<file path="src/rtl/uart_tx_scheduler_pkg.sv">
// uart_tx_scheduler_pkg: shared FSM encoding, byte width and modulo helper
package uart_tx_scheduler_pkg;
  localparam int BYTE_W = 8;
  typedef enum logic [1:0] {
    IDLE      = 2'd0,
    START     = 2'd1,
    WAIT_DONE = 2'd2,
    RECOVER   = 2'd3
  } state_t;
  function automatic int wrap_inc(input int v, input int n);
    return (v == n - 1) ? 0 : v + 1;
  endfunction
endpackage

</file>
<file path="src/rtl/uart_tx_scheduler_rr_arbiter.sv">
// uart_tx_scheduler_rr_arbiter: round-robin pick starting at ptr, or only the locked requester
module uart_tx_scheduler_rr_arbiter #(
  parameter int NREQ = 4,
  localparam int IW = $clog2(NREQ)
) (
  input  logic [NREQ-1:0] req,
  input  logic [IW-1:0]   ptr,
  input  logic            lock_en,
  input  logic [IW-1:0]   lock_id,
  output logic [NREQ-1:0] grant,
  output logic [IW-1:0]   gidx,
  output logic            any
);
  // scan from the farthest offset back to ptr so the nearest valid requester overwrites the rest
  always_comb begin
    gidx = '0;
    any = 1'b0;
    if (lock_en) begin
      gidx = lock_id;
      any = req[lock_id];
    end else begin
      for (int i = NREQ - 1; i >= 0; i--) begin
        if (req[IW'((int'(ptr) + i) % NREQ)]) begin
          gidx = IW'((int'(ptr) + i) % NREQ);
          any = 1'b1;
        end
      end
    end
    grant = any ? NREQ'(1) << gidx : '0;
  end
endmodule

</file>
<file path="src/rtl/uart_tx_scheduler.sv">
// uart_tx_scheduler: round-robin, packet-locked sharing of one UART TX core with a done watchdog
module uart_tx_scheduler
  import uart_tx_scheduler_pkg::*;
#(
  parameter int NREQ = 4,
  parameter int MAX_BURST = 16,
  parameter int TIMEOUT_CYC = 200000,
  localparam int IW = $clog2(NREQ),
  localparam int WW = $clog2(TIMEOUT_CYC)
) (
  input  logic                   clk,
  input  logic                   reset,
  input  logic [NREQ-1:0]        req_valid,
  input  logic [BYTE_W*NREQ-1:0] req_data,
  input  logic [NREQ-1:0]        req_last,
  output logic [NREQ-1:0]        req_ready,
  output logic                   tx_start,
  output logic [BYTE_W-1:0]      tx_data,
  input  logic                   tx_done,
  output logic                   busy,
  output logic [IW-1:0]          grant_id,
  output logic                   err_timeout,
  input  logic                   err_clr
);
  state_t state;
  logic [IW-1:0] ptr;
  logic lock;
  logic last_q;
  logic [7:0] burst;
  logic [WW-1:0] wdog;
  logic [NREQ-1:0] grant;
  logic [IW-1:0] gidx;
  logic any;
  logic [IW-1:0] ptr_next;
  logic wd_end;
  uart_tx_scheduler_rr_arbiter #(.NREQ(NREQ)) u_arb (
    .req(req_valid),
    .ptr(ptr),
    .lock_en(lock),
    .lock_id(grant_id),
    .grant(grant),
    .gidx(gidx),
    .any(any)
  );
  assign req_ready = (state == IDLE) ? grant : '0;
  assign busy = (state != IDLE) || lock;
  assign ptr_next = IW'(wrap_inc(int'(grant_id), NREQ));
  assign wd_end = wdog == WW'(TIMEOUT_CYC - 1);
  // sequencer: accept in IDLE, pulse start, await done under watchdog, release on last/cap/timeout
  always_ff @(posedge clk or posedge reset) begin
    if (reset) begin
      state <= IDLE;
      ptr <= '0;
      lock <= 1'b0;
      last_q <= 1'b0;
      burst <= '0;
      wdog <= '0;
      tx_start <= 1'b0;
      tx_data <= '0;
      grant_id <= '0;
      err_timeout <= 1'b0;
    end else begin
      tx_start <= 1'b0;
      if (err_clr) err_timeout <= 1'b0;
      case (state)
        IDLE: begin
          if (any) begin
            tx_data <= req_data[gidx*BYTE_W +: BYTE_W];
            grant_id <= gidx;
            last_q <= req_last[gidx];
            lock <= 1'b1;
            burst <= burst + 8'd1;
            wdog <= '0;
            tx_start <= 1'b1;
            state <= START;
          end else if (lock) begin
            if (wd_end) begin
              err_timeout <= 1'b1;
              lock <= 1'b0;
              burst <= '0;
              ptr <= ptr_next;
              wdog <= '0;
            end else begin
              wdog <= wdog + WW'(1);
            end
          end else begin
            wdog <= '0;
          end
        end
        START: begin
          wdog <= '0;
          state <= WAIT_DONE;
        end
        WAIT_DONE: begin
          if (tx_done) begin
            if (last_q || burst == 8'(MAX_BURST)) begin
              lock <= 1'b0;
              burst <= '0;
              ptr <= ptr_next;
            end
            wdog <= '0;
            state <= IDLE;
          end else if (wd_end) begin
            state <= RECOVER;
          end else begin
            wdog <= wdog + WW'(1);
          end
        end
        default: begin
          err_timeout <= 1'b1;
          lock <= 1'b0;
          burst <= '0;
          ptr <= ptr_next;
          wdog <= '0;
          state <= IDLE;
        end
      endcase
    end
  end
endmodule
</file>
<file path="config.mk">
export PLATFORM = sky130hd
export DESIGN_NAME = uart_tx_scheduler
export DESIGN_NICKNAME = d
export VERILOG_FILES = /design/src/rtl/uart_tx_scheduler_pkg.sv /design/src/rtl/uart_tx_scheduler_rr_arbiter.sv /design/src/rtl/uart_tx_scheduler.sv
export SDC_FILE = /design/constraint.sdc
export NUM_CORES = 1
export LEC_CHECK = 0
export BUFFER_PORTS_ARGS = -buffer_cell sky130_fd_sc_hd__buf_2
export CAP_MARGIN = 20
export CORE_MARGIN = 2
export CORE_UTILIZATION = 25
export DETAILED_ROUTE_END_ITERATION = 8
export GPL_TIMING_DRIVEN = 0
export PLACE_DENSITY = 0.44
export SYNTH_ARGS = -nofsm -noshare
export SYNTH_HDL_FRONTEND = slang
export SYNTH_HIERARCHICAL = 1
export SYNTH_SLANG_ARGS = --single-unit
export TNS_END_PERCENT = 100
</file>
<file path="constraint.sdc">
create_clock -name clk -period 2.9 [get_ports clk]
set_input_delay 0.29 -clock clk [delete_from_list [all_inputs] [get_ports clk]]
set_output_delay 0.29 -clock clk [all_outputs]
set_load 0.005 [all_outputs]
</file>
# --- Word-level counts from Yosys, hierarchy flattened ---
# Cells that the tools add are included.
word_totals:
  word_cells: 114
  reg_bits: 44
  inputBits: 44
op_classes:
  bitwise: 1
  n_addsub: 6
  mux: 64
  n_lt_le_gt_ge: 6
  shift: 2
  eq_ne: 15
  reduce_logical: 10
ops:
  columns: ["operator", "count"]
  rows:
  - ["18-bit 2-to-1 mux", 5]
  - ["8-bit 2-to-1 mux", 5]
  - ["18-bit case mux with 2 select lines", 1]
  - ["32-bit by 6-bit variable part select with 8-bit output", 1]
  - ["2-bit 2-to-1 mux", 14]
  - ["1-bit 2-to-1 mux", 26]
  - ["8-bit case mux with 3 select lines", 1]
  - ["18-bit by 1-bit adder with 18-bit output, second input constant", 1]
  - ["18-bit == test, second input constant", 1]
  - ["2-bit by 4-bit less-than comparator with 1-bit output, second input constant", 4]
  - ["1-bit binary-select mux with 2-bit select", 6]
  - ["2-bit != test, second input constant", 6]
  - ["3-bit != test, second input constant", 4]
  - ["2-bit case mux with 3 select lines", 2]
  - ["8-bit by 1-bit adder with 8-bit output, second input constant", 1]
  - ["8-bit by 5-bit == test with 1-bit output, second input constant", 1]
  - ["4-bit 2-to-1 mux", 2]
  - ["2-bit by 3-bit less-than comparator with 1-bit output, second input constant", 2]
  - ["6-bit AND reduction", 1]
  - ["5-bit AND reduction", 1]
  - ["2-bit by 1-bit adder with 2-bit output, second input constant", 2]
  - ["2-bit adder, second input constant", 2]
  - ["2-bit by 1-bit == test with 1-bit output, second input constant", 2]
  - ["2-bit AND reduction", 2]
  - ["other kinds (10)", 11]

# --- Logic depth before layout (Yosys ltp) ---
depth:
  depth_word: 12
  depth_mapped: 8

# --- Hierarchy ---
# Netlist, hierarchy kept.
by_module_without_submodules:
  columns: ["module", "area_each_um2", "n_inst", "cells_per_inst", "seq_area_each_um2"]
  rows:
  - ["uart_tx_scheduler", 2585.0, 1, 269, 1101.1]
  - ["uart_tx_scheduler_rr_arbiter", 190.2, 1, 26, 0.0]

# --- Worst setup path before layout ---
# Ideal clock, no wire load.
synth_timing:
  kind: "reg2reg"
  from: "register lock"
  to: "register last_q"
  t_arrival_ns: 2.093
  path_slack_ns: 0.690
  required_ns: 2.783
  setup_time_ns: 0.117
  stages_incl_launch_ff: 8
  cell_sequence: "dfrtp_1 -> inv_1 -> o221ai_1 -> a21oi_1 -> clkbuf_1 -> mux4_2 -> nand2_1 -> nand2_1"
synth_via:
  elab_chain_cells: 3
synth_rtl:
  columns: ["element", "line_no", "text"]
  rows:
  - ["from (decl)", "uart_tx_scheduler.sv:27", "logic lock;"]
  - ["from (signal assigned)", "uart_tx_scheduler.sv:54", "lock <= 1'b0;"]
  - ["from (signal assigned)", "uart_tx_scheduler.sv:71", "lock <= 1'b1;"]
  - ["from (signal assigned)", "uart_tx_scheduler.sv:79", "lock <= 1'b0;"]
  - ["2-bit 2-to-1 mux", "uart_tx_scheduler_rr_arbiter.sv:18", "if (lock_en) begin"]
  - ["net gidx[0]", "uart_tx_scheduler.sv:32", "logic [IW-1:0] gidx;"]
  - ["1-bit binary-select mux with 2-bit select", "uart_tx_scheduler.sv:70", "last_q <= req_last[gidx];"]
  - ["1-bit 2-to-1 mux (implied by the code)", "uart_tx_scheduler.sv:70", null]
  - ["to (signal assigned)", "uart_tx_scheduler.sv:70", null]
  - ["to (decl)", "uart_tx_scheduler.sv:28", "logic last_q;"]
# The timed path passes the listed nets, and every way through them passes these cells. The select of a mux whose other input is x is not followed.
# A chain may end at the register's enable or synchronous reset.

# --- Worst setup path after layout ---
layout_timing:
  from: "register grant_id[0]"
  to: "register wdog[6]"
layout_via:
  elab_chain_cells: 5
layout_rtl:
  columns: ["element", "line_no", "text"]
  rows:
  - ["from (decl)", "uart_tx_scheduler.sv:21", "output logic [IW-1:0] grant_id,"]
  - ["from (signal assigned)", "uart_tx_scheduler.sv:69", "grant_id <= gidx;"]
  - ["1-bit binary-select mux with 2-bit select", "uart_tx_scheduler_rr_arbiter.sv:20", "any = req[lock_id];"]
  - ["1-bit 2-to-1 mux (implied by the code)", "uart_tx_scheduler_rr_arbiter.sv:20", null]
  - ["1-bit 2-to-1 mux", "uart_tx_scheduler_rr_arbiter.sv:18", null]
  - ["net any", "uart_tx_scheduler.sv:33", "logic any;"]
  - ["18-bit 2-to-1 mux", "uart_tx_scheduler.sv:67", "if (any) begin"]
  - ["18-bit case mux with 2 select lines", "uart_tx_scheduler.sv:65", "case (state)"]
  - ["to (signal assigned)", "uart_tx_scheduler.sv:84", "wdog <= wdog + WW'(1);"]
  - ["to (signal assigned)", "uart_tx_scheduler.sv:106", "wdog <= wdog + WW'(1);"]
  - ["to (decl)", "uart_tx_scheduler.sv:30", "logic [WW-1:0] wdog;"]
# The timed path passes the listed nets, and every way through them passes these cells. The select of a mux whose other input is x is not followed.

==> reports/qor.yml <==
finish:
  nFillCells: 1159
  finish.net_count: 416
  diodes: 0
  seq_area_um2: 1100
  fin_area_um2: 3390
  synthToLayoutAreaGrowth_pct: 22.1
  finish.utilization_pct: 31.3
  stdcell_count: 505
  drive_above_1_share_pct: 26.3
  multi_input_area_um2: 1560
placed_design:
  dp_hpwl_um: 5070
  numPortBuffers: 60
  gp_congestion: 0.761
  place_ws_ns: 0.315
  dp.cells: 496
  post_dp_cell_area_um2: 3270
floorplan:
  coreArea_um2: 10800
  ios: 61
  start_util_pct: 25.6
  die_h_um: 109
  die_area_um2: 12000
  die_w_um: 109
  rows: 38
clocking:
  cts_hold_buf: 1
  cts_max_path_buffers: 2
  cts_tree: "built"
  post-cts-setup-buffers: 0
  numCtsBuffers: 5
  ctsResizeCount: 0
  path_clk_slew_ns: 0.09
  htreeDepth: 2
  cts-root-buf: "clkbuf_8"
  cts_sinks: 44
  worstSkewPairLatency_ns: 0.29
synthesis:
  synth.most_common_cell: "nand2_1"
  syn_area_um2: 2780
  yosysTopAreaCell: "dfrtp_1"
  async_reset_ff_share_pct: 100
  syn-num-nets: 347
  yosysUniqueCellTypes: 54
  synthSimpleGateAreaFrac_pct: 26.6
  synthAdderAreaFrac_pct: 3.61
  ys_warn_count: 6
  synth.top_cell.area_share_pct: 39.7
  synth_edf_count: 0
  ys_seq_area_share_pct: 39.7
  synth_top_family_by_area: "simple AND/OR/NAND/NOR gates"
  synth_mux_area_share_pct: 10.1
  ys_ff_latch: 44
  synth_compound_area_share_pct: 11.5
  synth_flop_cell: "dfrtp_1"
  synth_xor_area_share_pct: 4.42
  synth.avg_cell_area_um2: 9.41
  yosys-top-cells-area: "dfrtp_1 40%, nand2_1 8.3%, mux4_2 7.3%, ha_1 3.6%, nor2_1 3.4%"
  synthCells: 295
  yosys-top-cells-count: "61 x nand2_1, 44 x dfrtp_1, 25 x nor2_1"
timing:
  totalNegativeSetupSlack_ns: 0
  worst_slew_pin_slew_ns: 0.782
  min_period_ns: 2.55
  setup_ws_ns: 0.345
  slew_violations: 0
  hold_viol: 0
  relSlewSlack_pct: 47.9
  min_period_over_period_pct: 88.1
  setup_viol: 0
  rsz0062_at_grt: "no"
  fmax_mhz: 391
  fin_hold_ws_ns: 0.304
  skew_ns: 0.00888
global_route:
  gr-usage-met1_pct: 15.2
  top_usage_layer: "met2"
  grt_max_degree: 35
  grt_pass1_wl_um: 11500
  grtUsageTotal_pct: 12.1
  antenna_found_initial: 0
  use_met3_pct: 2.96
  grt.overflow.total: 0
  grtUsageMet2_pct: 20.9
  first_global_vias: 2443
setup_path:
  critical_path_class: "reg2reg"
  reg2reg_to: "wdog[6]"
  r2r_cells: 8
  regToRegSetupSlack_ns: 0.35
  cp-start-kind: "register"
  worstPathArrival_ns: 2.75
  path_max_fanout: 9
  endpoint_kind: "register"
  reg2reg_from: "grant_id[0]"
  worstPathRequired_ns: 3.10
detailed_routing:
  drt_wl_total_um: 6600
  postRouteAntennaNets: 0
  vias_per_cell: 4.71
  drc: 0
  wl_per_cell_um: 13.1
  vias: 2378
  dr.pass1.iters: 6
  drtIter0Drc: 49
power:
  leakagePower_nw: 1.52
  ir_worst_vdd_v: 0.000345
  power_mw: 2.72
  powerDensity_nw_per_um2: 803
flow_run:
  maxCapViolCount: 0
worst_hold_path:
  hold_class: "in2reg"
  min_to: "err_timeout"
  worstHoldStart: "err_clr"
  hold_depth: 4
status:
  outcome: "finished, final reports clean"
## registers in the layout (all words and copies together) (netlist names)
name / cells
tx_start: 1
burst: 8
tx_data: 8
state: 2
ptr: 2
err_timeout: 1
lock: 1
wdog: 18
last_q: 1
grant_id: 2
## cells by family (layout without fill, tap and decap cells)
family | count (synthesis) | after routing
mux | 15 | 15
flops | 44 | 44
xor+xnor | 14 | 14
buf+inv | 24 | 94
compound gates | 44 | 44
simple gates | 146 | 146
fa+ha+maj | 8 | 8
## how the worst max path moves through the flow
stage	from	to	slack [ns]	cells past startpoint
after CTS	lock	tx_data[0]	0.29	7
after global routing	lock	tx_data[7]	0.04	7
final	grant_id[0]	wdog[6]	0.35	8
after floorplan	lock	last_q	0.69	7
after detailed placement	lock	tx_data[0]	0.31	7
after global placement	grant_id[0]	wdog[6]	0.35	8
## critical path, stage by stage, from the launching register on
cell,delay [ns]
dfrtp_1,0.48
mux4_1,0.59
mux2i_1,0.21
inv_2,0.12
nor2b_1,0.21
nand2_1,0.14
a21oi_1,0.20
nor2_1,0.19
nor4_1,0.31
## per-layer routing
metal	part of all wire, %	wire length, µm
met1	46	3050
met2	49	3200
met3	4.5	296
met4	0.77	51
met5	0	0
## cells in the final DEF (no fill, tap or decap), types with 5 or more instances in the layout
cell type  netlist  final
a21oi_1          9      9
and2_1           6      6
buf_2            0     60
clkbuf_8         0      5
dfrtp_1         44     44
ha_1             8      8
inv_1           14     13
mux4_2           9      9
nand2_1         61     61
nand2b_1         5      5
nand3_1         12     12
nand4_1          6      6
nor2_1          25     25
nor2b_1          5      5
o21ai_0         10     10
xnor2_1          6      6
xor2_1           8      8
## where the power goes
group	switching (mW)	leakage [nW]	total [mW]	internal, mW
registers	0.145	0.584	0.910	0.764
clock network	0.212	0.0552	0.468	0.256
logic	0.744	0.880	1.34	0.600
total	1.10	1.52	2.72	1.62
## final cells by class
class / count / share of cell area [%]
clock inverters: 2 / 1.03
well taps: 140 / 5.17
flip-flops and latches: 44 / 32.5
inverters: 15 / 1.66
repair buffers: 62 / 9.75
clock buffers: 6 / 2.14
multi-input cells: 227 / 46.0
plain buffers: 9 / 1.77
Note: power is estimated with default switching activity, not from simulation.
